[src/rtl/pipe_hazard_ctrl.sv]
// Pipeline hazard controller: load-use stalls, branch flushes, memory-busy freeze
// and the HLT drain/halt sequence, with saturating stall/flush performance counters.
module pipe_hazard_ctrl (
  input  logic        clk,
  input  logic        rst_n,
  input  logic        ld_EX,
  input  logic [3:0]  wr_reg_EX,
  input  logic [3:0]  rs_ID,
  input  logic [3:0]  rt_ID,
  input  logic        rs_used_ID,
  input  logic        rt_used_ID,
  input  logic        hlt_ID,
  input  logic        br_taken_MEM,
  input  logic        mem_busy,
  output logic        pc_we,
  output logic        pc_sel_alt,
  output logic        if_id_we,
  output logic        pipe_en,
  output logic        if_id_flush,
  output logic        id_ex_flush,
  output logic        ex_mem_flush,
  output logic        halted,
  output logic [1:0]  state,
  output logic [15:0] stall_cnt,
  output logic [15:0] flush_cnt
);

  typedef enum logic [1:0] {
    ST_RUN     = 2'b00,
    ST_DRAIN   = 2'b01,
    ST_HALTED  = 2'b10,
    ST_ILLEGAL = 2'b11
  } state_t;

  state_t      r_state;
  logic [1:0]  r_drain_cnt;
  logic [15:0] r_stall_cnt;
  logic [15:0] r_flush_cnt;

  state_t      w_next_state;
  logic [1:0]  w_next_drain;
  logic        w_stall_inc;
  logic        w_flush_inc;
  logic        w_lu;

  function automatic logic [15:0] sat_inc(input logic [15:0] v);
    if (v == 16'hFFFF) sat_inc = v;
    else               sat_inc = v + 16'd1;
  endfunction

  assign w_lu = ld_EX && (wr_reg_EX != 4'd0) &&
                ((rs_used_ID && (rs_ID == wr_reg_EX)) ||
                 (rt_used_ID && (rt_ID == wr_reg_EX)));

  assign state     = r_state;
  assign stall_cnt = r_stall_cnt;
  assign flush_cnt = r_flush_cnt;

  // Control outputs and next-state decode; mem_busy overrides everything afterwards.
  always_comb begin
    pc_we        = 1'b0;
    pc_sel_alt   = 1'b0;
    if_id_we     = 1'b0;
    pipe_en      = 1'b0;
    if_id_flush  = 1'b0;
    id_ex_flush  = 1'b0;
    ex_mem_flush = 1'b0;
    halted       = 1'b0;
    w_next_state = r_state;
    w_next_drain = r_drain_cnt;
    w_stall_inc  = 1'b0;
    w_flush_inc  = 1'b0;

    case (r_state)
      ST_RUN: begin
        pc_we    = 1'b1;
        if_id_we = 1'b1;
        pipe_en  = 1'b1;
        if (br_taken_MEM) begin
          pc_sel_alt   = 1'b1;
          if_id_flush  = 1'b1;
          id_ex_flush  = 1'b1;
          ex_mem_flush = 1'b1;
          w_flush_inc  = 1'b1;
        end else if (w_lu) begin
          pc_we       = 1'b0;
          if_id_we    = 1'b0;
          id_ex_flush = 1'b1;
          w_stall_inc = 1'b1;
        end else if (hlt_ID) begin
          pc_we        = 1'b0;
          if_id_flush  = 1'b1;
          w_next_state = ST_DRAIN;
          w_next_drain = 2'd0;
        end else begin
          w_next_state = ST_RUN;
        end
      end
      ST_DRAIN: begin
        pipe_en  = 1'b1;
        if_id_we = 1'b1;
        if (br_taken_MEM) begin
          // An older branch still in flight cancels the HLT.
          pc_we        = 1'b1;
          pc_sel_alt   = 1'b1;
          if_id_flush  = 1'b1;
          id_ex_flush  = 1'b1;
          ex_mem_flush = 1'b1;
          w_flush_inc  = 1'b1;
          w_next_state = ST_RUN;
          w_next_drain = 2'd0;
        end else begin
          if_id_flush = 1'b1;
          if (r_drain_cnt == 2'd2) begin
            w_next_state = ST_HALTED;
          end else begin
            w_next_drain = r_drain_cnt + 2'd1;
          end
        end
      end
      default: begin
        halted = 1'b1;
      end
    endcase

    if (mem_busy) begin
      pc_we        = 1'b0;
      pc_sel_alt   = 1'b0;
      if_id_we     = 1'b0;
      pipe_en      = 1'b0;
      if_id_flush  = 1'b0;
      id_ex_flush  = 1'b0;
      ex_mem_flush = 1'b0;
      w_next_state = r_state;
      w_next_drain = r_drain_cnt;
      w_flush_inc  = 1'b0;
      w_stall_inc  = 1'b1;
    end else begin
      w_stall_inc  = w_stall_inc;
    end
  end

  // State, drain counter and saturating performance counters.
  always_ff @(posedge clk or negedge rst_n) begin
    if (!rst_n) begin
      r_state     <= ST_RUN;
      r_drain_cnt <= 2'd0;
      r_stall_cnt <= 16'd0;
      r_flush_cnt <= 16'd0;
    end else begin
      r_state     <= w_next_state;
      r_drain_cnt <= w_next_drain;
      if (w_stall_inc) r_stall_cnt <= sat_inc(r_stall_cnt);
      if (w_flush_inc) r_flush_cnt <= sat_inc(r_flush_cnt);
    end
  end

endmodule

[config.mk]
export PLATFORM = sky130hd
export DESIGN_NAME = pipe_hazard_ctrl
export DESIGN_NICKNAME = d
export VERILOG_FILES = /design/src/rtl/pipe_hazard_ctrl.sv
export SDC_FILE = /design/constraint.sdc
export NUM_CORES = 1
export LEC_CHECK = 0
export CAP_MARGIN = 20
export CORE_MARGIN = 8
export CORE_UTILIZATION = 42
export DETAILED_ROUTE_END_ITERATION = 6
export PLACE_DENSITY = 0.77
export SLEW_MARGIN = 20
export SYNTH_ARGS = -nofsm -noshare
export SYNTH_HDL_FRONTEND = slang
export SYNTH_SLANG_ARGS = --single-unit
[constraint.sdc]
create_clock -name clk -period 2.2 [get_ports clk]
set_input_delay 0.66 -clock clk [delete_from_list [all_inputs] [get_ports clk]]
set_output_delay 0.66 -clock clk [all_outputs]
set_load 0.05 [all_outputs]
==> results of run 1 <==
-- worst max path at each step --
stage	slack, ns	depth (start not counted)	to
after floorplan	-0.38	4	pc_we
after global placement	-0.91	7	if_id_we
after detailed placement	-0.93	7	if_id_we
after CTS	-0.49	7	pc_we
after global routing	-0.57	7	pc_we
final	-0.53	7	pc_we
-- kinds of logic after synthesis --
group / Yosys count / share of synthesized area
xor+xnor: 34 / 0.1478
mux: 5 / 0.02795
buf+inv: 15 / 0.04099
fa+ha+maj: 3 / 0.01864
compound gates: 33 / 0.1348
simple gates: 72 / 0.1826
flops: 36 / 0.4472
-- registers in the layout, indices dropped and copies added (netlist names) --
| name | cells |
|---|---|
| flush_cnt | 16 |
| stall_cnt | 16 |
| r_drain_cnt | 2 |
| state | 2 |
-- area by class of cell --
cell class	instances	share of cell area
Clock inverter	2	0.01080
Timing Repair Buffer	93	0.2674
Tap cell	54	0.02083
Clock buffer	6	0.02238
Inverter	7	0.01312
Sequential cell	36	0.2789
Multi-Input combinational cell	147	0.3858
Antenna cell	1	0.0007716
-- routing by layer --
layer | GRT usage | vias to the layer above
met5 | 0 | -
li1 | - | 887
met1 | 0.1784 | 931
met2 | 0.2933 | 49
met4 | 0.06688 | 0
met3 | 0.05695 | 9
-- cells in the mapped netlist --
cell type	n	area share
buf_2	2	0.0050
nor2_1	19	0.035
clkbuf_1	3	0.0056
a211o_1	1	0.0043
ha_1	3	0.019
and3_1	6	0.019
clkinv_4	1	0.0043
o41a_1	1	0.0056
o31a_1	1	0.0043
and2_1	2	0.0062
or3_1	2	0.0062
o211ai_2	1	0.0062
o41ai_1	2	0.0087
nand3_1	8	0.020
o2111ai_1	6	0.026
dfrtp_1	36	0.45
a41o_1	1	0.0050
nor3_1	4	0.0099
a21oi_1	4	0.0099
o22a_1	1	0.0043
inv_1	6	0.011
nand2b_1	1	0.0031
o21ai_2	1	0.0043
o21a_1	1	0.0037
nand2_4	1	0.0056
mux2_2	5	0.028
o221ai_1	1	0.0043
xnor2_1	23	0.10
nor4_2	2	0.012
and4_1	2	0.0087
o21a_4	1	0.0075
or2_1	1	0.0031
nand4_1	7	0.022
xor2_1	11	0.048
a41oi_2	1	0.0081
o21ai_0	4	0.0099
o211ai_1	6	0.022
buf_4	1	0.0037
nand2_1	17	0.032
buf_6	2	0.011
-- power groups by stage --
stage	combinational, mW	clock [mW]	sequential, mW
final	1.69	0.585	1.00
after global routing	1.80	0.618	1.03
after CTS	1.67	0.593	1.00
after detailed placement	1.60	0	1.01
after global placement	1.57	0	1.00
after floorplan	0.611	0	1.42
-- stage by stage --
stage	instances	setup slack [ns]	util	total power, mW	area [um^2]
6_report	346	-0.5322	0.6958	3.275	3243
5_1_grt	346	-0.5680	0.6958	3.446	3243
4_1_cts	341	-0.4900	0.6690	3.262	3118
3_5_place_dp	327	-0.9332	0.6051	2.606	2820
3_3_place_gp	327	-0.9060	0.6051	2.573	2820
2_1_floorplan	198	-0.3784	-	2.030	2105
-- what timing repair did --
item | 4_1_cts | 5_1_grt
hold buffers | 0 | 0
pin swaps | 16 | 12
cloned | 0 | 1
setup endpoints to repair | 30 | 21
resized for setup | 72 | 19
setup buffers | 6 | 3
==> summary.txt, run 1 <==
Outcome
  – Status: finished with violations
  – Violated checks: setup timing

Setup path
  – Crit-path cells: buf_8 > o41a_1 > nand3_2 > nor4_4 > clkbuf_16 > o41ai_4 > buf_12
  – Delay-heaviest family, CP: compound AO/OA/AOI/OAI gates
  – WP data arrival: between 2 and 2.5 ns
  – Reg2reg start: stall_cnt[7]
  – CP bufs+invs: 3
  – Worst reg-to-reg path cell count: 7
  – CP Launch Type: input pin
  – R2R setup slack: ~0.25 ns
  – Reg2reg end: stall_cnt[13]
  – Crit Path Class: input pin to output port
  – Critical path peak fanout: 3
  – Critical path endpoint category: output port
  – CP max stage delay: around 0.47 ns
  – Slowest CP cell: o41a_1
  – Setup crit start: wr_reg_EX[0]
  – Critical Path RT: ~1.5 ns

Route
  – DRT iter0 DRCs: 100
  – Met3 WL: between 300 and 400 um
  – Met1 wire length: roughly 2300 um
  – Vias: between 1,500 and 2,000
  – Post-Route WL: ~6000 um
  – Drt pass-1 iters: 7
  – DRC: 0
  – Routed Antenna Nets: 0
  – DR vias/cell: 5.422
  – DR WL met2: slightly above 3000 um
  – Drt wl/cell: about 17 um
  – DR top layer: met4

Cells and area
  – Most frequent cells in the layout: buf_4 (57), dfrtp_1 (33), xnor2_1 (22)
  – Fill count: 350
  – Nets: about 310
  – Flip-flop and latch area: a little over 900 um^2
  – Area of the multi-input gates: approximately 1300 um^2
  – Most common cell after layout, fill and taps aside: buf_4
  – Layout cells sized above 1: 0.4433
  – Area grow syn2layout: 60.99%

Clocking
  – CTS Buffer Depth: 2
  – Root Driver: clkbuf_8
  – Clock Latency Late Sink: 0.30 ns
  – H-tree Lvls: 2
  – Sink Count: 36
  – Clock-pin slew on the worst setup and hold paths: ~0.080 ns
  – CTS tree: yes
  – Inserted Clock Buffers: 5

Floorplan
  – Die width: 85.26 um
  – Number of core rows: 25
  – DIE AREA: 7268 um^2
  – Ports: 62
  – Die H: roughly 85 um
  – Initial core utilization: 0.4322
  – Core area: 4661 um^2

STA
  – Period utilisation layout: 1.242
  – Measured slew at the worst slew-check pin: 0.4941 ns
  – Setup ws final: -0.5322 ns
  – Fmax: 366.0 MHz
  – Hold Vio Cnt, Final: 0
  – Fin crit period: 2.732 ns
  – RSZ-0062 raised after global routing: yes
  – Relative slew slack: 0.6696
  – Setup TNS: -2.160 ns
  – Fin. max-slew vios: 0
  – # setup viols final: 8
  – Setup Skew: ~0.0083 ns
  – Min Hold Slack: 0.1918 ns

Power and ir drop
  – Leak pwr: around 1.4 nW
  – Internal power: about 1.8 mW
  – VDD IR max: approximately 0.64 mV
  – Sequential Power Share: 0.307
  – P per Cell Area: roughly 1000 nW/um^2
  – Sw Ratio: 0.4512
  – Clock power frac: 0.179
  – P_sw: between 1 and 1.5 mW
  – Combinational power share: 0.515

Placement
  – IO buf count: 61
  – GPL Wtd Cong: approximately 0.81
  – HPWL after DPL: roughly 4200 um

Logic synthesis
  – Sequential share of the synthesized area: 0.4472
  – Cells after Synth: 198
  – Distinct cell type count after synthesis: 40
  – Net count after synthesis: about 220
  – Yosys warning count: 0
  – Synthesized area per cell: between 10 and 15 um^2
  – #FFs+latches synth: 36
  – Syn Std Cell Area: about 2000 um^2

Flow run
  – Max-cap violations: 0

GRT
  – Total track usage: 0.1667
  – Largest net degree at the start of global routing: 16
  – Antenna violations before repair: 1
  – Vias in the first global route: ~1,900
  – Global-route wire length before repair: ~9600 um
  – Congestion Overflow GR: 0

Hold path
  – Hold WC Path Type: input pin to asynchronous set/reset pin
No activity file was read; power rests on OpenSTA's default activity.
==> run 2, diff against run 1 <==
--- a/config.mk
+++ b/config.mk
@@ -9,7 +9,7 @@
 export CORE_MARGIN = 8
 export CORE_UTILIZATION = 42
 export DETAILED_ROUTE_END_ITERATION = 6
-export PLACE_DENSITY = 0.77
+export PLACE_DENSITY_LB_ADDON = 0.05
 export SLEW_MARGIN = 20
 export SYNTH_ARGS = -nofsm -noshare
 export SYNTH_HDL_FRONTEND = slang
==> run 2 against run 1 <==
  * The flow still finishes with violations (setup timing)
  * Setup slack better by 0.046 ns
  * Flip-flop and latch count unchanged
  * Total power fell by 6.7%
  * Final area down 4.7%
  * Via count shrank 4.4%
  * Sequential share of layout area grew 1.4 points
  * Core utilization fell by 3.3 points
  * Critical endpoint unchanged
  * Largest cell class unchanged
  * Largest power group unchanged
==> summary.txt, run 2 (same netlist as run 1, synthesis figures left out) <==
Outcome
  – Status: finished with violations
  – Violated checks: setup timing

STA
  – Setup TNS: -1.841 ns
  – Measured slew at the worst slew-check pin: about 0.37 ns
  – Period utilisation layout: 1.221
  – Min Hold Slack: about 0.28 ns
  – Fin crit period: approximately 2.7 ns
  – Setup ws final: -0.4859 ns
  – # setup viols final: 4
  – Hold Vio Cnt, Final: 0
  – Fmax: 372.3 MHz
  – RSZ-0062 raised after global routing: yes
  – Relative slew slack: 0.7528
  – Fin. max-slew vios: 0
  – Setup Skew: between 0.008 and 0.009 ns

Setup path
  – Critical Path RT: 1.54 ns
  – Critical path endpoint category: output port
  – WP data arrival: slightly above 2 ns
  – Slowest CP cell: o41a_1
  – CP max stage delay: between 0.4 and 0.5 ns
  – Critical path peak fanout: 2
  – CP Launch Type: input pin
  – Crit-path cells: buf_6 > o41a_1 > nand3_2 > nor4_4 > buf_4 > o41ai_4 > buf_12
  – Crit Path Class: input pin to output port

GRT
  – Vias in the first global route: between 1,500 and 2,000
  – Met2 GRT Util: 0.2415
  – Antenna violations before repair: 0
  – Congestion Overflow GR: 0
  – Total track usage: 0.1513
  – Largest net degree at the start of global routing: 15
  – Met3 Use GR: 0.03958
  – M1 GR Usage: 0.1957
  – Global-route wire length before repair: 8970 um
  – GRT busiest layer: met2

Power and ir drop
  – Clock power frac: 0.146
  – Leak pwr: between 1 and 1.5 nW
  – Sw Ratio: 0.4597
  – Total power draw: 3.055 mW
  – Internal power: 1.651 mW
  – Sequential Power Share: 0.323
  – Combinational power share: 0.530
  – VDD IR max: approximately 0.78 mV
  – P per Cell Area: roughly 990 nW/um^2
  – P_sw: ~1.4 mW

Clocking
  – CTS Buffer Depth: 2
  – Inserted Clock Buffers: 5
  – Clock-pin slew on the worst setup and hold paths: 0.07 ns
  – Clock Latency Late Sink: about 0.28 ns
  – CTS tree: yes
  – Sink Count: 36
  – Hold buffer count at CTS: 0
  – Root Driver: clkbuf_8
  – H-tree Lvls: 2

Placement
  – HPWL after DPL: 3979 um
  – IO buf count: 61
  – GPL Wtd Cong: 0.7985
  – Cell count after placement: 330
  – Dpl cell area: 2840 um^2
  – Dpl ws: -0.8254 ns

Floorplan
  – Ports: 62
  – Die width: between 80 and 90 um
  – Core area: roughly 4700 um^2
  – DIE AREA: roughly 7300 um^2
  – Number of core rows: 25
  – Die H: 85.26 um
  – Initial core utilization: 0.4322

Cells and area
  – Fill count: 377
  – Nets: approximately 310
  – Most common cell after layout, fill and taps aside: buf_4
  – N_diodes: 0
  – Layout cells sized above 1: 0.4152
  – Finished Layout Cells: around 340
  – Area grow syn2layout: 53.35%
  – Layout Utilization: 0.6628
  – Most frequent cells in the layout: buf_4 (60), dfrtp_1 (33), xnor2_1 (22)
  – Post-route cell area: about 3100 um^2

Route
  – DRC: 0
  – Vias: 1,793
  – Drt pass-1 iters: 4
  – Routed Antenna Nets: 0
  – DR vias/cell: 5.227
  – DRT iter0 DRCs: 58
  – Drt wl/cell: between 15 and 20 um
  – Post-Route WL: 5246 um

Hold path
  – Hold WC Path Type: input pin to asynchronous set/reset pin

Flow run
  – Max-cap violations: 0
-- run 2: changes by cell type in the layout (fill, tap and decap cells not counted), sizes merged --
cell,change
clkdlybuf4s15,+2
buf,-1
bufinv,-1
clkbuf,-1
clkdlybuf4s50,-1
diode,-1
-- run 2: per-layer routing --
| layer | share of wire | wire length (um) |
|---|---|---|
| met1 | 0.47 | 2485 |
| met2 | 0.48 | 2514 |
| met3 | 0.040 | 212 |
| met4 | 0.0065 | 34 |
| met5 | 0 | 0 |
-- run 2: area by class of cell --
| cell class | count | area [um^2] | share of cell area |
|---|---|---|---|
| flip-flops and latches | 36 | 904.6 | 0.2928 |
| repair buffers | 91 | 799.5 | 0.2588 |
| well taps | 54 | 67.56 | 0.02187 |
| clock buffers | 7 | 76.32 | 0.02471 |
| clock inverters | 1 | 5.005 | 0.001620 |
| multi-input cells | 147 | 1194 | 0.3864 |
| inverters | 7 | 42.54 | 0.01377 |
-- run 2: path summary, 6_finish.rpt --
path / from / endpoint / slack (ns) / cells after the start
worst max-delay path: wr_reg_EX[3] / pc_we / -0.49 / 7
worst min-delay path: rst_n / stall_cnt[6] / 0.28 / 1
worst max register to register: state[1] / flush_cnt[1] / 0.24 / 8
worst min register to register: flush_cnt[13] / flush_cnt[13] / 0.50 / 1
max in group asynchronous: rst_n / flush_cnt[6] / 1.39 / 2
min in group clk: flush_cnt[13] / flush_cnt[13] / 0.50 / 1
-- run 2: repair_timing --
action	CTS	global route
setup buffers	5	2
gates resized for setup	63	10
endpoints found under the setup margin	35	18
pin swaps	20	7
-- run 2: critical path: cells and delay by family --
family | cells | cell delay (ns)
simple gates | 2 | 0.13
buf+inv | 3 | 0.42
compound gates | 2 | 0.79
-- run 2: power groups by stage --
stage,clock [mW],sequential (mW),combinational [mW]
floorplan,0,1.42,0.611
global placement,0,0.991,1.57
detailed placement,0,0.995,1.59
CTS,0.467,0.987,1.64
global route,0.490,1.02,1.73
finish,0.447,0.988,1.62
